==> config.mk <==
export PLATFORM = sky130hd
export DESIGN_NAME = shift_sequencer
export DESIGN_NICKNAME = d
export VERILOG_FILES = /design/src/rtl/shift_sequencer.sv
export SDC_FILE = /design/constraint.sdc
export NUM_CORES = 1
export LEC_CHECK = 0
export CAP_MARGIN = 0
export CORE_MARGIN = 1
export CORE_UTILIZATION = 60
export CTS_CLUSTER_SIZE = 30
export DETAILED_ROUTE_END_ITERATION = 8
export PLACE_DENSITY_LB_ADDON = 0.3
export SLEW_MARGIN = 20
export SYNTH_ARGS = -nofsm -noshare
export SYNTH_HDL_FRONTEND = slang
export SYNTH_SLANG_ARGS = --single-unit
==> constraint.sdc <==
create_clock -name clk -period 9.9 [get_ports clk]
set_clock_uncertainty 0.15 [all_clocks]
set_input_delay 2.97 -clock clk [delete_from_list [all_inputs] [get_ports clk]]
set_output_delay 2.97 -clock clk [all_outputs]
set_load 0.01 [all_outputs]
==> src/rtl/shift_sequencer.sv <==
// shift_sequencer: multi-pass shift/rotate controller around a 16-bit barrel shifter.
// Counts beyond the shifter's per-pass range are split into successive passes.
module barrel_shifter #(
    parameter int N = 16,
    parameter int C = 4
) (
    input  logic [N-1:0] data_i,
    input  logic [C-1:0] cnt_i,
    input  logic [1:0]   op_i,
    output logic [N-1:0] data_o
);
    logic [2*N-1:0] rl, rr;
    assign rl = {data_i, data_i} << cnt_i;
    assign rr = {data_i, data_i} >> cnt_i;
    always_comb data_o = op_i == 2'b00 ? rl[2*N-1:N] :
                         op_i == 2'b01 ? data_i << cnt_i :
                         op_i == 2'b10 ? rr[N-1:0] : data_i >> cnt_i;
endmodule

module shift_sequencer #(
    parameter int N = 16,
    parameter int C = 4,
    parameter int K = 6
) (
    input  logic         clk,
    input  logic         rst_n,
    input  logic         req_valid,
    output logic         req_ready,
    input  logic [N-1:0] req_data,
    input  logic [K-1:0] req_cnt,
    input  logic [1:0]   req_op,
    output logic         rsp_valid,
    input  logic         rsp_ready,
    output logic [N-1:0] rsp_data,
    output logic         busy
);
    typedef enum logic [1:0] {IDLE, RUN, DONE} state_e;
    localparam logic [K:0] NN   = (K+1)'(N);
    localparam logic [K:0] MAXS = (K+1)'(2**C - 1);
    state_e      state_q;
    logic [N-1:0] work_q, rsp_data_q, sh_out;
    logic [K:0]  rem_q, cnt_ext, acc_rem_d, step, rem_d;
    logic [1:0]  op_q;
    // op[0] set means zero-fill shift (saturates at N); clear means rotate (wraps mod N)
    always_comb begin
        cnt_ext   = {1'b0, req_cnt};
        acc_rem_d = req_op[0] ? (cnt_ext > NN ? NN : cnt_ext) : cnt_ext % NN;
        step      = rem_q > MAXS ? MAXS : rem_q;
        rem_d     = rem_q - step;
    end
    barrel_shifter #(.N(N), .C(C)) u_shifter (
        .data_i (work_q),
        .cnt_i  (step[C-1:0]),
        .op_i   (op_q),
        .data_o (sh_out)
    );
    always_ff @(posedge clk or negedge rst_n) begin
        if (!rst_n) begin
            state_q    <= IDLE;
            work_q     <= '0;
            rem_q      <= '0;
            op_q       <= '0;
            rsp_data_q <= '0;
        end else if (state_q == IDLE) begin
            if (req_valid) begin
                work_q  <= req_data;
                op_q    <= req_op;
                rem_q   <= acc_rem_d;
                state_q <= acc_rem_d == '0 ? DONE : RUN;
                if (acc_rem_d == '0) rsp_data_q <= req_data;
            end
        end else if (state_q == RUN) begin
            work_q <= sh_out;
            rem_q  <= rem_d;
            if (rem_d == '0) begin
                state_q    <= DONE;
                rsp_data_q <= sh_out;
            end
        end else if (state_q == DONE) begin
            if (rsp_ready) state_q <= IDLE;
        end else begin
            state_q <= IDLE;
        end
    end
    assign req_ready = state_q == IDLE;
    assign rsp_valid = state_q == DONE;
    assign busy      = state_q != IDLE;
    assign rsp_data  = rsp_data_q;
endmodule

==> impl_metrics.ini, run 1 <==
[clock_network]
ctsResizeCount = 0
clock_sinks = 43
numCtsBuffers = 5
clkLatencyLatePin_ns = 0.28
clockBufferDepth = 2
cts_tree = built
clk_pin_slew_worst_paths_ns = 0.08
ctsHoldBuffers = 0
cts_root_buf = clkbuf_8
cts_setup_buffers = 0
cts_htree_levels = 2

[timing]
worst_pin_slew_ns = 1.081
finalSetupTns_ns = 0
finalHoldViolCount = 0
fmax_ghz = 0.1696
grt_setup_unrepaired = false
fin_crit_ns = 5.896
slew_violations = 0
period_share_pct = 59.55
setup_viol = 0
maxSlewHeadroom_pct = 27.92

[critical_path]
crit_family = buffers and inverters
crit_arrival_ns = 2.78
max_stage_delay_ns = 0.77
setup.worst_path.class = register to output pin
crit_required_ns = 6.78
slowest_stage = clkinv_1
path_buf_inv = 2
start_kind = register
endpoint_kind = output pin
rrSetupSlack_ns = 5.95
path_cells = or2_2 -> clkinv_1 -> clkdlybuf4s50_1
critical_path_peak_fanout = 32

[final_layout]
multiInputGateArea_sq_um = 2914
design_area_sq_um = 4771
area_delta_synth_final_pct = 11.30
antenna_cells = 0
drive_gt1_share_pct = 6.632
regArea_sq_um = 1076
nets = 601
fill_cells = 556

[synthesis]
synth_cell_types = 68
ys.flop_type = dfrtp_1
synthTopCellsByArea = dfrtp_1, mux2i_1, nand2_1, nor2_1, a21oi_1
synth_top_cell_area_share_pct = 25.10
yosysMostFrequentCell = nand2_1
yosys_warnings = 0
synth_edf_count = 0
async_flop_share_pct = 100.0
ys_seq_area_share_pct = 25.10
synth_nets = 599
synthTopCellsByCount = nand2_1, nor2_1, dfrtp_1
synth_cells = 570
syn_area_per_cell_sq_um = 7.520
synth_top_area_cell = dfrtp_1
netlist_area_sq_um = 4287
synth_seq_cells = 43

[grt]
grt_pass1_vias = 4533
antenna_found_initial = 0
grt_max_degree = 44
track_usage_pct = 43.50
grt_pass1_wl_um = 24920
grt-ovfl-total = 0

[drt]
dr.pass1.iters = 5
avgViaCountPerCell = 7.535
wl_per_cell_um = 23.35
vias = 5041
drt_wl_total_um = 15620
drt-initial-drc-count = 696
drcViolationCount = 0
drtAntennaViolNets = 0

[die]
start_util_pct = 62.75
die_y_um = 86.53
core_area_sq_um = 6832
top_level_ports = 47
num_rows = 30
fp.dieW_um = 86.53
die-area_sq_um = 7487

[status]
outcome = finished clean

[placement]
port_buffers = 46
hpwl_um = 11160
place_congestion = 1.032
postPlaceCellArea_sq_um = 4671

[hold_path]
worst_hold_path_type = register to register

[flow_run]
cap_violations = 0
[state kept, by name, summed over array words and instances (netlist names)]
| name | cells |
|---|---|
| work_q | 16 |
| rem_q | 7 |
| rsp_data | 16 |
| op_q | 2 |
| state_q | 2 |
[cell families (layout without fill, tap and decap cells)]
group | count (synthesis) | after routing | synth area share (%)
AOI/OAI and AO/OA | 217 | 217 | 35.32
and+or+nand+nor | 208 | 208 | 24.43
buffers and inverters | 69 | 72 | 7.180
DFF | 43 | 43 | 25.10
muxes | 31 | 31 | 7.472
adders and majority gates | 1 | 1 | 0.2918
xor gates and xnor gates | 1 | 1 | 0.2044
[tightest hold or removal path, cell delays in order (launching register included)]
cell     delay [ns]
dfrtp_1        0.35
nand2_1        0.05
o21ai_0        0.06
[layout make-up]
| cell class | count | area share [%] |
|---|---|---|
| Multi-Input combinational cell | 458 | 61.08 |
| Clock buffer | 8 | 2.098 |
| Tap cell | 96 | 2.518 |
| Timing Repair Buffer | 56 | 11.12 |
| Sequential cell | 43 | 22.55 |
| Inverter | 8 | 0.6294 |
[worst paths after layout]
check	endpoint	cells after the start	start
min in group asynchronous	rsp_data[13]$_DFFE_PN0P_	1	rst_n
setup reg to reg	rsp_data[12]$_DFFE_PN0P_	11	rem_q[6]$_DFFE_PN0P_
max in group asynchronous	op_q[0]$_DFFE_PN0P_	1	rst_n
hold / removal	rsp_data[2]$_DFFE_PN0P_	2	rsp_data[2]$_DFFE_PN0P_
setup / recovery	req_ready	3	state_q[1]$_DFFE_PN0P_
hold reg to reg	rsp_data[2]$_DFFE_PN0P_	2	rsp_data[2]$_DFFE_PN0P_
[layer usage]
metal  global-route usage, %  part of all wire [%]  vias to the layer above
met5                       0                     0                        -
met2                   63.85                    42                      441
met1                   61.13                    39                     2343
li1                        -                     -                     2170
met3                   8.952                    13                       87
met4                   21.21                   5.3                        0
[metrics by stage]
stage	util [%]	instances	hold WS [ns]	setup WS, ns
after floorplan	-	570	0.3433	5.244
after global placement	68.21	661	0.3112	3.918
after detailed placement	68.37	661	0.3231	3.962
after CTS	69.84	669	0.3415	4.062
after global routing	69.84	669	0.3546	3.913
final	69.84	669	0.3433	4.004
[cells in the final DEF, fill, tap and decap left out, drive strengths merged, types with 4 or more instances in the layout]
cell type / instances
nor2: 55
a22o: 8
a22oi: 7
or2: 5
clkdlybuf4s50: 45
nor2b: 7
o21ai: 35
nand2b: 9
nor3: 24
inv: 7
dfrtp: 43
o221ai: 7
a31oi: 6
a211oi: 21
nand3: 16
mux2i: 23
clkbuf: 8
and2: 4
o22ai: 20
nor4: 9
o21a: 8
a21oi: 38
buf: 11
o41a: 7
a221oi: 4
mux2: 8
o211ai: 14
nand2: 61
o31ai: 15
or4: 5
Power of run 1 is not shown: default switching activity piles up to over one toggle a cycle in this logic, so the estimate is an artifact.
==> inputs of run 2 (changes only) <==
--- a/config.mk
+++ b/config.mk
@@ -7,7 +7,7 @@
 export LEC_CHECK = 0
 export CAP_MARGIN = 0
 export CORE_MARGIN = 1
-export CORE_UTILIZATION = 60
+export CORE_UTILIZATION = 58
 export CTS_CLUSTER_SIZE = 30
 export DETAILED_ROUTE_END_ITERATION = 8
 export PLACE_DENSITY_LB_ADDON = 0.3
==> constraint.sdc (replaced) <==
create_clock -name clk -period 6 [get_ports clk]
set_clock_uncertainty 0.15 [all_clocks]
set_input_delay 1.8 -clock clk [delete_from_list [all_inputs] [get_ports clk]]
set_output_delay 1.8 -clock clk [all_outputs]
set_load 0.01 [all_outputs]
==> run 2 against run 1 <==
Compared with the run above:
- die area up 3.4%
- critical path depth increased by 6
- final area is 0.52% lower
- setup slack got worse by 2.2 ns
- core utilization is 1.9 points lower
- flip-flop and latch count unchanged
- via count is 2.4% lower
- register-to-register slack got worse by 4.0 ns
- first-iteration DRC count up 17%
- worst hold slack got worse by 0.0076 ns
- routed wire length is 1.9% lower
- non-clock buffer count stayed put
- critical endpoint is now rsp_data[11]$_DFFE_PN0P_
==> impl_metrics.ini, run 2 (same netlist as run 1, synthesis figures left out) <==
[critical_path]
start_kind = primary input
crit_arrival_ns = 4.19
timing.rr.start = rem_q[6]$_DFFE_PN0P_
ff2ff_path_depth = 11
timing.rr.end = rsp_data[11]$_DFFE_PN0P_
crit_required_ns = 6.03
endpoint_kind = register
rrSetupSlack_ns = 2.00
setup.worst_path.class = primary input to register
critical_path_peak_fanout = 37

[timing]
fmax_ghz = 0.2403
fin_crit_ns = 4.162
finalSetupTns_ns = 0
finalHoldViolCount = 0
hold_ws_ns = 0.3357
setup_viol = 0
grt_setup_unrepaired = false
slew_violations = 0
period_share_pct = 69.37
worst_pin_slew_ns = 1.122
maxSlewHeadroom_pct = 25.17

[die]
fp.dieW_um = 87.97
die-area_sq_um = 7739
top_level_ports = 47
num_rows = 30
die_y_um = 87.97
core_area_sq_um = 6982
start_util_pct = 61.40

[placement]
hpwl_um = 10690
port_buffers = 46
dp.cells = 661
place_congestion = 1.044

[drt]
highest_layer = met4
wl_met1_um = 5858
drt_wl_total_um = 15330
vias = 4922
drtAntennaViolNets = 0
avgViaCountPerCell = 7.357
dr.pass1.iters = 6
drt-initial-drc-count = 812
wl_met3_um = 2254
wl_per_cell_um = 22.92
drcViolationCount = 0
wl_met2_um = 6493

[clock_network]
clock_sinks = 43
clockBufferDepth = 2
clk_pin_slew_worst_paths_ns = 0.08
ctsHoldBuffers = 0
cts_setup_buffers = 0
cts_tree = built
cts_htree_levels = 2
numCtsBuffers = 5
cts_root_buf = clkbuf_8
ctsResizeCount = 0
clkLatencyLatePin_ns = 0.29

[status]
outcome = finished clean

[final_layout]
mostFrequentLayoutCells = nand2_1, nor2_1, clkdlybuf4s50_1
area_delta_synth_final_pct = 10.71
stdcell_count = 669
final_common_cell = nand2_1
nets = 601
drive_gt1_share_pct = 6.806
antenna_cells = 0

[hold_path]
worst_hold_path_type = register to register
hold_depth = 2
worst_hold_startpoint = rsp_data[8]$_DFFE_PN0P_
whs_endpoint = rsp_data[8]$_DFFE_PN0P_

[flow_run]
cap_violations = 0

[grt]
grt_pass1_vias = 4460
track_usage_pct = 41.25
grt_pass1_wl_um = 24140
grt_max_degree = 44
grt-ovfl-total = 0
antenna_found_initial = 0
## run 2: per-layer routing
metal | vias up | global-route usage [%]
li1 | 2169 | -
met1 | 2246 | 57.48
met2 | 426 | 59.62
met3 | 81 | 10.56
met4 | 0 | 19.52
met5 | - | 0
## run 2: cell type report
type	instances	area, sq um
timing repair buffer	56	530.5
inverter	8	30.03
clock inverter	2	12.51
clock buffer	6	72.57
fill	584	2236
sequential	43	1076
multi-input combinational	458	2904
tap	96	120.1
## run 2: worst max path at each step
stage               startpoint                  endpoint  depth (start not counted)
floorplan            req_valid  rsp_data[11]$_DFFE_PN0P_                          9
global route         req_valid  rsp_data[11]$_DFFE_PN0P_                          9
global placement     req_valid  rsp_data[11]$_DFFE_PN0P_                          9
finish               req_valid  rsp_data[11]$_DFFE_PN0P_                          9
CTS                  req_valid  rsp_data[11]$_DFFE_PN0P_                          9
detailed placement   req_valid  rsp_data[10]$_DFFE_PN0P_                          9
## run 2: worst max-delay path, stage by stage
cell and delay (ns):
clkdlybuf4s50_1 0.51, nor2_1 0.15, or2_2 0.55, nor2_1 0.12, and4_1 0.26, a41oi_2 0.16, buf_4 0.33, nor2_1 0.09
a22o_1 0.20
## run 2: through the flow
step	utilization, %	area [sq um]	setup slack (ns)
2_1_floorplan	-	4287	2.514
3_5_place_dp	66.74	4659	1.570
5_1_grt	67.97	4746	1.638
6_report	67.97	4746	1.838
4_1_cts	67.96	4745	1.880
3_3_place_gp	66.74	4659	1.728
Power of run 2 is left out for the same reason.
